**src/rtl/uart_sdram_pkg.sv**
```systemverilog
// Shared types and byte codes for the UART-to-SDRAM bridge.
package uart_sdram_pkg;

  typedef enum logic [3:0] {
    IDLE,
    HDR_ADR,
    HDR_LEN,
    HDR_CSUM,
    CHK,
    RX_DATA,
    SD_REQ,
    TX_DATA,
    TX_STAT
  } state_t;

  localparam logic [7:0] CMD_RD  = 8'h52;
  localparam logic [7:0] CMD_WT  = 8'h57;
  localparam logic [7:0] ST_OK   = 8'h4B;
  localparam logic [7:0] ST_TMO  = 8'h45;
  localparam logic [7:0] ST_CSUM = 8'h4E;

  function automatic logic is_cmd(input logic [7:0] b);
    return (b == CMD_RD) || (b == CMD_WT);
  endfunction

endpackage

```
**src/rtl/uart_sdram_timeout.sv**
```systemverilog
// Idle-cycle counter: flag rises once TIMEOUT enabled cycles pass without a clear.
module uart_sdram_timeout #(
  parameter int TIMEOUT = 16'hEEEE
) (
  input  logic CLK,
  input  logic RST,
  input  logic clr,
  input  logic en,
  output logic flag
);
  localparam int TW = $clog2(TIMEOUT + 1);

  logic [TW-1:0] cnt;

  // Saturates at TIMEOUT so the flag stays up until the owner reacts.
  always_ff @(posedge CLK) begin
    if (RST || clr)
      cnt <= '0;
    else if (en && cnt != TW'(TIMEOUT))
      cnt <= cnt + 1'b1;
  end

  assign flag = en && (cnt == TW'(TIMEOUT));

endmodule

```
**src/rtl/uart_sdram_bridge.sv**
```systemverilog
// UART byte-stream to SDRAM bridge: parses R/W frames, one SDRAM access per word, returns read data plus a status byte.
// Define UART_SDRAM_CSUM_EN to require an XOR checksum byte after the frame header.
module uart_sdram_bridge
  import uart_sdram_pkg::*;
#(
  parameter int ADR_BYTES  = 3,
  parameter int DATA_BYTES = 2,
  parameter int LEN_BYTES  = 2,
  parameter int TIMEOUT    = 16'hEEEE,
  localparam int ADR_W = 8*ADR_BYTES,
  localparam int DW    = 8*DATA_BYTES,
  localparam int LEN_W = 8*LEN_BYTES
) (
  input  logic             CLK,
  input  logic             RST,
  input  logic [7:0]       rx_data,
  input  logic             rx_stb,
  output logic             rx_ack,
  output logic [7:0]       tx_data,
  output logic             tx_stb,
  input  logic             tx_ack,
  output logic [ADR_W-1:0] sd_adr,
  output logic [DW-1:0]    sd_wdata,
  output logic             sd_stb_rd,
  output logic             sd_stb_wt,
  input  logic             sd_ack,
  input  logic [DW-1:0]    sd_rdata,
  output logic             busy
);
  localparam logic [7:0] ADR_LAST = 8'(ADR_BYTES - 1);
  localparam logic [7:0] LEN_LAST = 8'(LEN_BYTES - 1);
  localparam logic [7:0] DAT_LAST = 8'(DATA_BYTES - 1);

  state_t           state;
  logic             op_wr;
  logic [7:0]       byte_cnt;
  logic [LEN_W-1:0] len;
  logic [DW-1:0]    rd_shift;
  logic             take, tmo_en, tmo_clr, tmo_flag;
`ifdef UART_SDRAM_CSUM_EN
  logic [7:0]       csum;
`endif

  // Bytes are only accepted in parsing states; everything else backpressures the UART.
  assign rx_ack  = rx_stb && !RST &&
                   (state inside {IDLE, HDR_ADR, HDR_LEN, HDR_CSUM, RX_DATA});
  assign take    = rx_ack;
  assign tmo_en  = state inside {HDR_ADR, HDR_LEN, HDR_CSUM, RX_DATA};
  assign tmo_clr = take || !tmo_en;

  uart_sdram_timeout #(.TIMEOUT(TIMEOUT)) u_tmo (
    .CLK  (CLK),
    .RST  (RST),
    .clr  (tmo_clr),
    .en   (tmo_en),
    .flag (tmo_flag)
  );

  always_ff @(posedge CLK) begin
    if (RST) begin
      state     <= IDLE;
      op_wr     <= 1'b0;
      byte_cnt  <= '0;
      len       <= '0;
      rd_shift  <= '0;
      sd_adr    <= '0;
      sd_wdata  <= '0;
      sd_stb_rd <= 1'b0;
      sd_stb_wt <= 1'b0;
      tx_data   <= '0;
      tx_stb    <= 1'b0;
      busy      <= 1'b0;
`ifdef UART_SDRAM_CSUM_EN
      csum      <= '0;
`endif
    end else begin
      case (state)
        IDLE: begin
          if (take && is_cmd(rx_data)) begin
            op_wr    <= (rx_data == CMD_WT);
            byte_cnt <= '0;
            busy     <= 1'b1;
            state    <= HDR_ADR;
`ifdef UART_SDRAM_CSUM_EN
            csum     <= rx_data;
`endif
          end
        end

        HDR_ADR: begin
          if (take) begin
            sd_adr <= (sd_adr << 8) | ADR_W'(rx_data);
`ifdef UART_SDRAM_CSUM_EN
            csum   <= csum ^ rx_data;
`endif
            if (byte_cnt == ADR_LAST) begin
              byte_cnt <= '0;
              state    <= HDR_LEN;
            end else begin
              byte_cnt <= byte_cnt + 1'b1;
            end
          end else if (tmo_flag) begin
            tx_data <= ST_TMO;
            tx_stb  <= 1'b1;
            state   <= TX_STAT;
          end
        end

        HDR_LEN: begin
          if (take) begin
            len <= (len << 8) | LEN_W'(rx_data);
`ifdef UART_SDRAM_CSUM_EN
            csum <= csum ^ rx_data;
`endif
            if (byte_cnt == LEN_LAST) begin
              byte_cnt <= '0;
`ifdef UART_SDRAM_CSUM_EN
              state    <= HDR_CSUM;
`else
              state    <= CHK;
`endif
            end else begin
              byte_cnt <= byte_cnt + 1'b1;
            end
          end else if (tmo_flag) begin
            tx_data <= ST_TMO;
            tx_stb  <= 1'b1;
            state   <= TX_STAT;
          end
        end

`ifdef UART_SDRAM_CSUM_EN
        HDR_CSUM: begin
          if (take) begin
            if (rx_data == csum) begin
              state <= CHK;
            end else begin
              tx_data <= ST_CSUM;
              tx_stb  <= 1'b1;
              state   <= TX_STAT;
            end
          end else if (tmo_flag) begin
            tx_data <= ST_TMO;
            tx_stb  <= 1'b1;
            state   <= TX_STAT;
          end
        end
`endif

        CHK: begin
          if (len == '0) begin
            tx_data <= ST_OK;
            tx_stb  <= 1'b1;
            state   <= TX_STAT;
          end else if (op_wr) begin
            byte_cnt <= '0;
            state    <= RX_DATA;
          end else begin
            sd_stb_rd <= 1'b1;
            state     <= SD_REQ;
          end
        end

        RX_DATA: begin
          if (take) begin
            sd_wdata <= (sd_wdata << 8) | DW'(rx_data);
            if (byte_cnt == DAT_LAST) begin
              sd_stb_wt <= 1'b1;
              state     <= SD_REQ;
            end else begin
              byte_cnt <= byte_cnt + 1'b1;
            end
          end else if (tmo_flag) begin
            tx_data <= ST_TMO;
            tx_stb  <= 1'b1;
            state   <= TX_STAT;
          end
        end

        // Address wraps silently at 2^ADR_W; len counts words still owed.
        SD_REQ: begin
          if (sd_ack) begin
            sd_stb_rd <= 1'b0;
            sd_stb_wt <= 1'b0;
            sd_adr    <= sd_adr + 1'b1;
            len       <= len - 1'b1;
            byte_cnt  <= '0;
            if (!op_wr) begin
              rd_shift <= sd_rdata << 8;
              tx_data  <= sd_rdata[DW-1 -: 8];
              tx_stb   <= 1'b1;
              state    <= TX_DATA;
            end else if (len == LEN_W'(1)) begin
              tx_data <= ST_OK;
              tx_stb  <= 1'b1;
              state   <= TX_STAT;
            end else begin
              state <= RX_DATA;
            end
          end
        end

        TX_DATA: begin
          if (tx_ack) begin
            if (byte_cnt == DAT_LAST) begin
              if (len == '0) begin
                tx_data <= ST_OK;
                state   <= TX_STAT;
              end else begin
                tx_stb    <= 1'b0;
                sd_stb_rd <= 1'b1;
                state     <= SD_REQ;
              end
            end else begin
              tx_data  <= rd_shift[DW-1 -: 8];
              rd_shift <= rd_shift << 8;
              byte_cnt <= byte_cnt + 1'b1;
            end
          end
        end

        TX_STAT: begin
          if (tx_ack) begin
            tx_stb <= 1'b0;
            busy   <= 1'b0;
            state  <= IDLE;
          end
        end

        default: state <= IDLE;
      endcase
    end
  end

endmodule

```
**config.mk**
```make
export PLATFORM = sky130hd
export DESIGN_NAME = uart_sdram_bridge
export DESIGN_NICKNAME = d
export VERILOG_FILES = /design/src/rtl/uart_sdram_pkg.sv /design/src/rtl/uart_sdram_timeout.sv /design/src/rtl/uart_sdram_bridge.sv
export SDC_FILE = /design/constraint.sdc
export NUM_CORES = 1
export LEC_CHECK = 0
export BUFFER_PORTS_ARGS = -buffer_cell sky130_fd_sc_hd__buf_2
export CAP_MARGIN = 20
export CORE_UTILIZATION = 55
export CTS_CLUSTER_SIZE = 14
export DETAILED_ROUTE_END_ITERATION = 8
export PLACE_DENSITY = 0.88
export SYNTH_ARGS = -nofsm -noshare
export SYNTH_HDL_FRONTEND = slang
export SYNTH_HIERARCHICAL = 1
export SYNTH_SLANG_ARGS = --single-unit
```
**constraint.sdc**
```tcl
create_clock -name CLK -period 2.8 [get_ports CLK]
set_input_delay 0.14 -clock CLK [delete_from_list [all_inputs] [get_ports CLK]]
set_output_delay 0.14 -clock CLK [all_outputs]
set_load 0.005 [all_outputs]
```
==> results.tsv, run 1 <==
metric	value	unit
fillers	916	
fmax	398.6	MHz
tightest_slew	0.8313	ns
crit_type	flip-flop to flip-flop	
root_buffer	clkbuf_8	
postLayoutCellArea	6873	um^2
remaining_drc_errors	0	
syn_nets	834	
pwr-share-seq	50.5	%
ys.flop_type	dfxtp_1	
pin_count	82	
antenna_found_initial	0	
critPathSlowestCell	or4_1	
slew_headroom	44.52	%
slew_violations	0	
layout_common_cells	nand2_1 (108), dfxtp_1 (104), nor2_1 (82)	
dp_cells	997	
switchingPower	0.9368	mW
gp_congestion	0.9177	
setup_ws	0.2914	ns
final_nets	918	
preCtsSetupSlack	0.2503	ns
drive_gt1_share	17.29	%
netlist_area	5947	um^2
combinationalPowerShare	18.7	%
path_buf_inv	2	
synth_area_per_cell	7.462	um^2
hold_viol_final	0	
power.internal	2.185	mW
insertion_delay	0.39	ns
power_density	454.2	nW/um^2
io_buffers	81	
ys_ff_latch	105	
synth_warnings	6	
place_area	6588	um^2
drt_iter0_drc	533	
die-area	11230	um^2
p_total	3.122	mW
synthArstFlopShare	0	%
gr-total-overflow	0	
wl	16.96	mm
fin_skew	0.01390	ns
n_antenna_cell	0	
grt_first_pass_wirelength	27.70	mm
fin_tns_setup	0	ns
period_share	89.59	%
grt_pass1_vias	5640	
slowest_delay	0.48	ns
cts-buffers-inserted	9	
syn_to_final_growth	15.57	%
via_count	6385	
grtUsageTotal	30.54	%
rows	37	
drtPass1Iterations	5	
grt_max_degree	56	
outcome	finished, final reports clean	
path_delay_family	simple AND/OR/NAND/NOR gates	
seq_area_frac_synth	35.35	%
cts_sinks	105	
cts_tree	done	
clk_path_buf_depth	2	
switching_share	30.01	%
period_minus_slack	2.509	ns
cp_cell_sequence	inv_1 -> ha_1 -> nor3b_1 -> buf_4 -> and3_1 -> and2_1 -> a211o_1 -> or4_1 -> o31ai_1	
clockPowerShare	30.8	%
fp.dieW	106.0	um
syn_inst	797	
viasPerCell	6.254	
path_clk_slew	0.10	ns
vdd_drop_max	352.6	uV
core	10420	um^2
avgRoutedWirePerCell	16.61	um
synth_cell_types	71	
finalNonFillerCells	1021	
cp.required	3.11	ns
setup_viol	0	
htree_levels	3	
cp_max_fo	7	
layout_commonest_cell	nand2_1	
leakage	2.570	nW
die_h	106.0	um
rsz0062_at_grt	false	
start_kind	flip-flop	
dp_hpwl	11.82	mm
synth_edf_count	0	
hp-class	input port to flip-flop	
ant_nets	0	
end_kind	flip-flop	
cap_violations	0	
critPathArrivalTime	2.81	ns
initial_core_util	57.09	%
worst min-delay path, stage by stage:
cell,delay (ns)
buf_2,0.09
nand3_1,0.07
a21oi_1,0.06
final timing paths:
| check | from | to | slack, ns | cells after the start |
|---|---|---|---|---|
| worst min-delay path | sd_rdata[3] | rd_shift[11] | 0.01 | 3 |
| worst min register to register | sd_wdata[13] | sd_wdata[13] | 0.46 | 2 |
| worst max register to register | len[0] | byte_cnt[1] | 0.29 | 9 |
| worst max-delay path | len[0] | byte_cnt[1] | 0.29 | 9 |
registers in the layout (all words and copies together), names as in the netlist:
name       flops
sd_stb_rd      1
tx_stb         1
sd_adr        24
op_wr          1
u_tmo/cnt     16
rd_shift       8
state          4
byte_cnt       8
len           16
sd_wdata      16
sd_stb_wt      1
tx_data        8
busy           1
logic make-up after synthesis:
group,after synthesis,share of synthesized area (%)
AO/OA/AOI/OAI,243,26.22
flip-flops,105,35.35
buffers and inverters,72,4.776
multiplexers,4,0.6733
AND/OR/NAND/NOR,356,29.98
XOR/XNOR,9,1.326
adder cells (fa/ha/maj),8,1.683
cell usage after synthesis, types with 7 or more instances:
cell      number  area share [%]
nand2_1      108             6.8
dfxtp_1      105              35
nor2_1        83             5.2
o21ai_0       70             5.9
a21oi_1       65             5.5
clkbuf_1      37             2.3
nand3_1       32             2.7
inv_1         25             1.6
nor3_1        21             1.8
a211oi_1      16             2.0
and3_1        15             1.6
nand4_1       13             1.4
a22o_1        12             1.8
a22oi_1       11             1.4
nor2b_1       11             1.2
nor4_1        11             1.2
o32ai_1       10             1.5
nor3b_1        9             1.1
buf_2          8            0.67
ha_1           8             1.7
or3_1          7            0.74
xnor2_1        7             1.0
routing by layer:
| metal | global-route usage [%] | wire length, um | up-vias |
|---|---|---|---|
| li1 | - | - | 3083 |
| met1 | 40.80 | 7399 | 2950 |
| met2 | 48.04 | 7791 | 332 |
| met3 | 7.787 | 1530 | 20 |
| met4 | 10.12 | 237 | 0 |
| met5 | 0 | 0 | - |
power by group through the flow:
stage | Sequential [mW] | Combinational [mW] | Clock [mW]
5_1_grt | 1.58 | 0.643 | 1.03
3_5_place_dp | 1.61 | 0.561 | 0
2_1_floorplan | 1.59 | 0.375 | 0
6_report | 1.58 | 0.584 | 0.961
3_3_place_gp | 1.61 | 0.557 | 0
4_1_cts | 1.57 | 0.572 | 0.973
per-stage QoR:
step           utilization, %  hold slack, ns
6_report                65.98         0.01063
3_3_place_gp            63.24          0.3641
3_5_place_dp            63.24          0.3753
5_1_grt                 65.98        0.003455
4_1_cts                 65.87        0.001111
2_1_floorplan               -          0.2366
cell type report:
cell class | instances | area, um^2 | area share, %
Tap cell | 136 | 170.2 | 2.476
Clock inverter | 4 | 52.55 | 0.7646
Multi-Input combinational cell | 620 | 3578 | 52.07
Inverter | 25 | 93.84 | 1.365
Clock buffer | 11 | 141.4 | 2.057
Sequential cell | 105 | 2103 | 30.60
Timing Repair Buffer | 120 | 733.2 | 10.67
timing repair:
item,4_1_cts,5_1_grt
hold buffers,8,1
gates resized for setup,0,1
setup endpoints to repair,0,1
buffers inserted,0,0
hold endpoints to repair,8,1
Note: power is estimated with default switching activity, not from simulation.
==> run 2, diff against run 1 <==
- SETUP_SLACK_MARGIN: not set -> 0.3
==> run 2 against run 1 <==
Effect of this change:
- sequential power barely moved
- wire length rose by 0.71%
- power rose by 0.43%
- cell count rose by 0.39%
- core utilization rose by 0.77 points
- setup slack improved by 0.12 ns
- largest cell class unchanged
- largest power group unchanged
- highest routed layer unchanged
==> results.tsv, run 2 (synthesized netlist as in run 1, its figures left out) <==
metric	value	unit	change
gp_congestion	0.9177		unchanged
leakage	2.621	nW	+2.0%
wl	17.08	mm	+0.71%
drive_gt1_share	19.01	%	+1.7 points
fillers	894		-2.4%
syn_to_final_growth	16.92	%	
antenna_found_initial	0		unchanged
cp_max_fo	5		-2
end_kind	flip-flop		
cts-buffers-inserted	9		unchanged
hp-class	input port to flip-flop		
outcome	finished, final reports clean		
tightest_slew	0.8558	ns	+0.02456 ns
vdd_drop_max	351.7	uV	-0.27%
place_area	6588	um^2	unchanged
crit_type	flip-flop to flip-flop		
avgRoutedWirePerCell	16.66	um	+0.31%
slew_violations	0		unchanged
grt_max_degree	56		unchanged
die_h	106.0	um	unchanged
period_minus_slack	2.385	ns	-0.1232 ns
p_total	3.135	mW	+0.43%
fmax	419.2	MHz	+5.2%
cts_tree	done		
drtPass1Iterations	5		unchanged
dp_hpwl	11.82	mm	unchanged
hold_viol_final	0		unchanged
rows	37		unchanged
grtUsageTotal	30.52	%	about the same
slew_headroom	42.88	%	-1.6 points
root_buffer	clkbuf_8		
fin_skew	0.01378	ns	-0.0001231 ns
rsz0062_at_grt	true		
setup_viol	0		unchanged
fin_tns_setup	0	ns	unchanged
fp.dieW	106.0	um	unchanged
io_buffers	81		unchanged
initial_core_util	57.09	%	unchanged
gr-total-overflow	0		unchanged
critPathArrivalTime	2.69	ns	-0.12 ns
drt_iter0_drc	494		-7.3%
final_nets	922		+0.44%
core	10420	um^2	unchanged
viasPerCell	6.190		-1.0%
clk_path_buf_depth	2		unchanged
die-area	11230	um^2	unchanged
htree_levels	3		unchanged
top_register	sd_adr		
cp.required	3.11	ns	about the same
remaining_drc_errors	0		unchanged
ant_nets	0		unchanged
start_kind	flip-flop		
layout_common_cells	nand2_1 (108), dfxtp_1 (100), nor2_1 (82)		
postLayoutCellArea	6953	um^2	+1.2%
insertion_delay	0.39	ns	about the same
cts_sinks	105		unchanged
period_share	85.20	%	-4.4 points
layout_commonest_cell	nand2_1		
n_antenna_cell	0		unchanged
largest_reg_flops	24		unchanged
path_clk_slew	0.10	ns	about the same
cap_violations	0		unchanged
grt_pass1_vias	5651		+0.20%
pin_count	82		unchanged
via_count	6345		-0.63%
grt_first_pass_wirelength	27.69	mm	about the same
power_density	450.9	nW/um^2	-0.72%
run 2: changes by cell type in the layout (fill, tap and decap cells not counted), sizes merged:
cell	delta
buf	+4
run 2: layout make-up:
type                    instances  area, um^2  area share, %
multi-input cells             620        3616          52.01
flip-flops and latches        105        2116          30.43
well taps                     136       170.2          2.447
clock buffers                  11       141.4          2.033
inverters                      25       93.84          1.350
clock inverters                 4       52.55         0.7558
repair buffers                124       763.2          10.98
run 2: path summary, 6_finish.rpt:
| path | depth (start not counted) | to | start | slack, ns |
|---|---|---|---|---|
| worst max-delay path | 8 | tx_data[0] | u_tmo/cnt[11] | 0.41 |
| worst min-delay path | 3 | rd_shift[11] | sd_rdata[3] | 0.01 |
| worst min register to register | 2 | sd_wdata[13] | sd_wdata[13] | 0.46 |
| worst max register to register | 8 | tx_data[0] | u_tmo/cnt[11] | 0.41 |
run 2: through the flow:
stage / hold WS, ns / util [%] / worst slack [ns] / cells
global placement: 0.3641 / 63.24 / 0.3298 / 997
CTS: 0.001111 / 65.89 / 0.3003 / 1020
floorplan: 0.2366 / - / 0.5054 / 797
global route: 0.003455 / 66.75 / 0.2579 / 1025
finish: 0.01089 / 66.75 / 0.4145 / 1025
detailed placement: 0.3753 / 63.24 / 0.2503 / 997
run 2: repair_timing:
action | 4_1_cts | 5_1_grt
buffers inserted | 0 | 4
hold buffers | 8 | 1
endpoints found under the setup margin | 4 | 18
pin swaps | 0 | 5
cloned | 0 | 0
resized for setup | 1 | 19
hold endpoints to repair | 8 | 1
run 2: critical path, stage by stage, from the launching register on:
cell and delay, ns:
dfxtp_4 0.38, or3b_4 0.39, nor4_4 0.29, and2_4 0.22
a31oi_1 0.08, o211ai_1 0.29, nand3_1 0.18, or3_1 0.39
o31ai_1 0.08
run 2: layer usage:
layer  up-vias  routed length, um  global-route usage (%)
met3        24               1410                   7.787
met4         0                267                   10.32
met5         -                  0                       0
met2       281               7821                   48.04
met1      2952               7580                   40.65
li1       3088                  -                       -
run 2: power by group:
part | internal, mW | switching [mW]
Clock | 0.437 | 0.524
Combinational | 0.235 | 0.366
Sequential | 1.52 | 0.0517
Total | 2.19 | 0.941
==> run 3, diff against run 2 <==
- PLACE_DENSITY: 0.88 -> 0.85
==> run 3 against run 2 <==
Effect of this change:
- fmax is 0.78% lower
- first-iteration DRC count is 24% higher
- critical path depth stayed put
- power is 0.91% higher
- via count hardly changed
- final area hardly changed
- die area stayed put
- critical path type unchanged
- largest cell class unchanged
- largest power group unchanged
==> results.tsv, run 3 (synthesized netlist as in run 1, its figures left out) <==
metric	value	unit	change
cp.required	3.08	ns	-0.03 ns
hold_viol_final	0		unchanged
cap_violations	0		unchanged
setup_viol	0		unchanged
cts-buffers-inserted	9		unchanged
switching_share	29.67	%	-0.36 points
fp.dieW	106.0	um	unchanged
combinationalPowerShare	19.2	%	about the same
r2r-end	tx_data[2]		
gr-total-overflow	0		unchanged
fin_tns_setup	0	ns	unchanged
drive_gt1_share	18.21	%	-0.80 points
pwr-share-seq	49.6	%	-0.6 points
cts_tree	done		
fin_skew	0.009999	ns	-0.003781 ns
leakage	2.605	nW	-0.64%
path_delay_family	simple AND/OR/NAND/NOR gates		
wl	16.57	mm	-3.0%
period_minus_slack	2.404	ns	+0.01881 ns
reg2reg_slack	0.40	ns	-0.02 ns
crit_type	flip-flop to flip-flop		
preCtsSetupSlack	0.1725	ns	-0.07773 ns
avgRoutedWirePerCell	16.24	um	-2.5%
io_buffers	81		unchanged
path_clk_slew	0.10	ns	about the same
outcome	finished, final reports clean		
period_share	85.87	%	+0.67 points
tightest_slew	0.7921	ns	-0.06377 ns
ant_nets	0		unchanged
slowest_delay	0.40	ns	about the same
antenna_found_initial	0		unchanged
remaining_drc_errors	0		unchanged
cp_cell_sequence	or3b_1 -> nor4_4 -> and2_4 -> a31oi_1 -> o211ai_1 -> and3_2 -> a21oi_1 -> a22o_1		
whs_endpoint	sd_wdata[7]		
syn_to_final_growth	16.81	%	about the same
grt_first_pass_wirelength	27.20	mm	-1.8%
pin_count	82		unchanged
final_nets	916		-0.65%
fmax	415.9	MHz	-0.78%
crit_start	u_tmo/cnt[11]		
start_kind	flip-flop		
fillers	928		+3.8%
end_kind	flip-flop		
core	10420	um^2	unchanged
cp_max_fo	5		unchanged
clk_path_buf_depth	2		unchanged
n_antenna_cell	0		unchanged
finalNonFillerCells	1020		-0.49%
top_register	sd_adr		
grt_max_degree	56		unchanged
power.internal	2.225	mW	+1.4%
cts_sinks	105		unchanged
grtUsageTotal	29.92	%	-0.59 points
critPathArrivalTime	2.68	ns	about the same
dp_hpwl	11.40	mm	-3.6%
critPathSlowestCell	or3b_1		
hp-class	input port to flip-flop		
rsz0062_at_grt	false		
switchingPower	0.9385	mW	-0.31%
grt_pass1_vias	5654		+0.053%
dp_cells	992		-0.50%
root_buffer	clkbuf_8		
reg2reg_depth	8		unchanged
hold_depth	3		unchanged
insertion_delay	0.39	ns	about the same
layout_common_cells	nand2_1 (108), dfxtp_1 (101), nor2_1 (81), buf_2 (81), o21ai_0 (70)		
gp_congestion	0.9511		+3.6%
drtPass1Iterations	5		unchanged
vdd_drop_max	501.8	uV	+43%
layout_commonest_cell	nand2_1		
hp-start	rx_data[7]		
slew_headroom	47.14	%	+4.3 points
drt_iter0_drc	612		+24%
htree_levels	3		unchanged
r2r-start	u_tmo/cnt[11]		
path_buf_inv	0		unchanged
setup_ws	0.3957	ns	-0.01881 ns
rows	37		unchanged
viasPerCell	6.225		+0.57%
clockPowerShare	31.3	%	+0.7 points
power_density	455.4	nW/um^2	+1.0%
initial_core_util	57.09	%	unchanged
die_h	106.0	um	unchanged
largest_reg_flops	24		unchanged
slew_violations	0		unchanged
die-area	11230	um^2	unchanged
via_count	6350		+0.079%
## run 3: worst max-delay path by stage
stage | slack [ns] | to | depth (start not counted)
after detailed placement | 0.17 | state[0] | 7
after global routing | 0.28 | tx_data[4] | 8
final | 0.40 | tx_data[2] | 8
after floorplan | 0.51 | byte_cnt[1] | 9
after CTS | 0.33 | state[0] | 6
after global placement | 0.13 | state[0] | 7
## run 3: layout make-up
class                           instances  area [um^2]  share of cell area (%)
Tap cell                              136        170.2                   2.450
Timing Repair Buffer                  118        735.7                   10.59
Multi-Input combinational cell        620         3633                   52.31
Clock inverter                          4        51.30                  0.7385
Inverter                               25        93.84                   1.351
Clock buffer                           12        155.1                   2.233
Sequential cell                       105         2107                   30.33
## run 3: repair_timing
item	4_1_cts	5_1_grt
endpoints found under the setup margin	4	17
buffers inserted	0	1
pin swaps	0	2
hold buffers	11	0
resized for setup	1	15
endpoints found under the hold margin	11	0
## run 3: routing by layer
layer | vias to the layer above | track usage [%] | routed length (um)
met5 | - | 0 | 0
met4 | 0 | 8.929 | 267
met3 | 31 | 7.419 | 1451
met2 | 325 | 48.93 | 7766
met1 | 2920 | 38.92 | 7080
li1 | 3074 | - | -
## run 3: power by group through the flow
stage          combinational, mW  sequential [mW]  clock, mW
2_1_floorplan              0.375             1.59          0
3_3_place_gp               0.556             1.60          0
3_5_place_dp               0.558             1.60          0
4_1_cts                    0.572             1.57       1.01
5_1_grt                    0.665             1.58       1.06
6_report                   0.606             1.57      0.989
## run 3: per-stage QoR
step	area, um^2	hold WS (ns)	utilization (%)	power, mW
4_1_cts	6884	0.002201	66.09	3.148
3_3_place_gp	6563	0.3693	63.00	2.158
5_1_grt	6947	0.02462	66.69	3.302
2_1_floorplan	5947	0.2366	-	1.967
6_report	6947	0.01418	66.69	3.164
3_5_place_dp	6563	0.3710	63.00	2.160
## run 3: tightest hold or removal path, delay by kind of cell
| family | cells | cell delay (ns) |
|---|---|---|
| buffers and inverters | 1 | 0.12 |
| and+or+nand+nor | 1 | 0.06 |
| AOI/OAI and AO/OA | 1 | 0.06 |
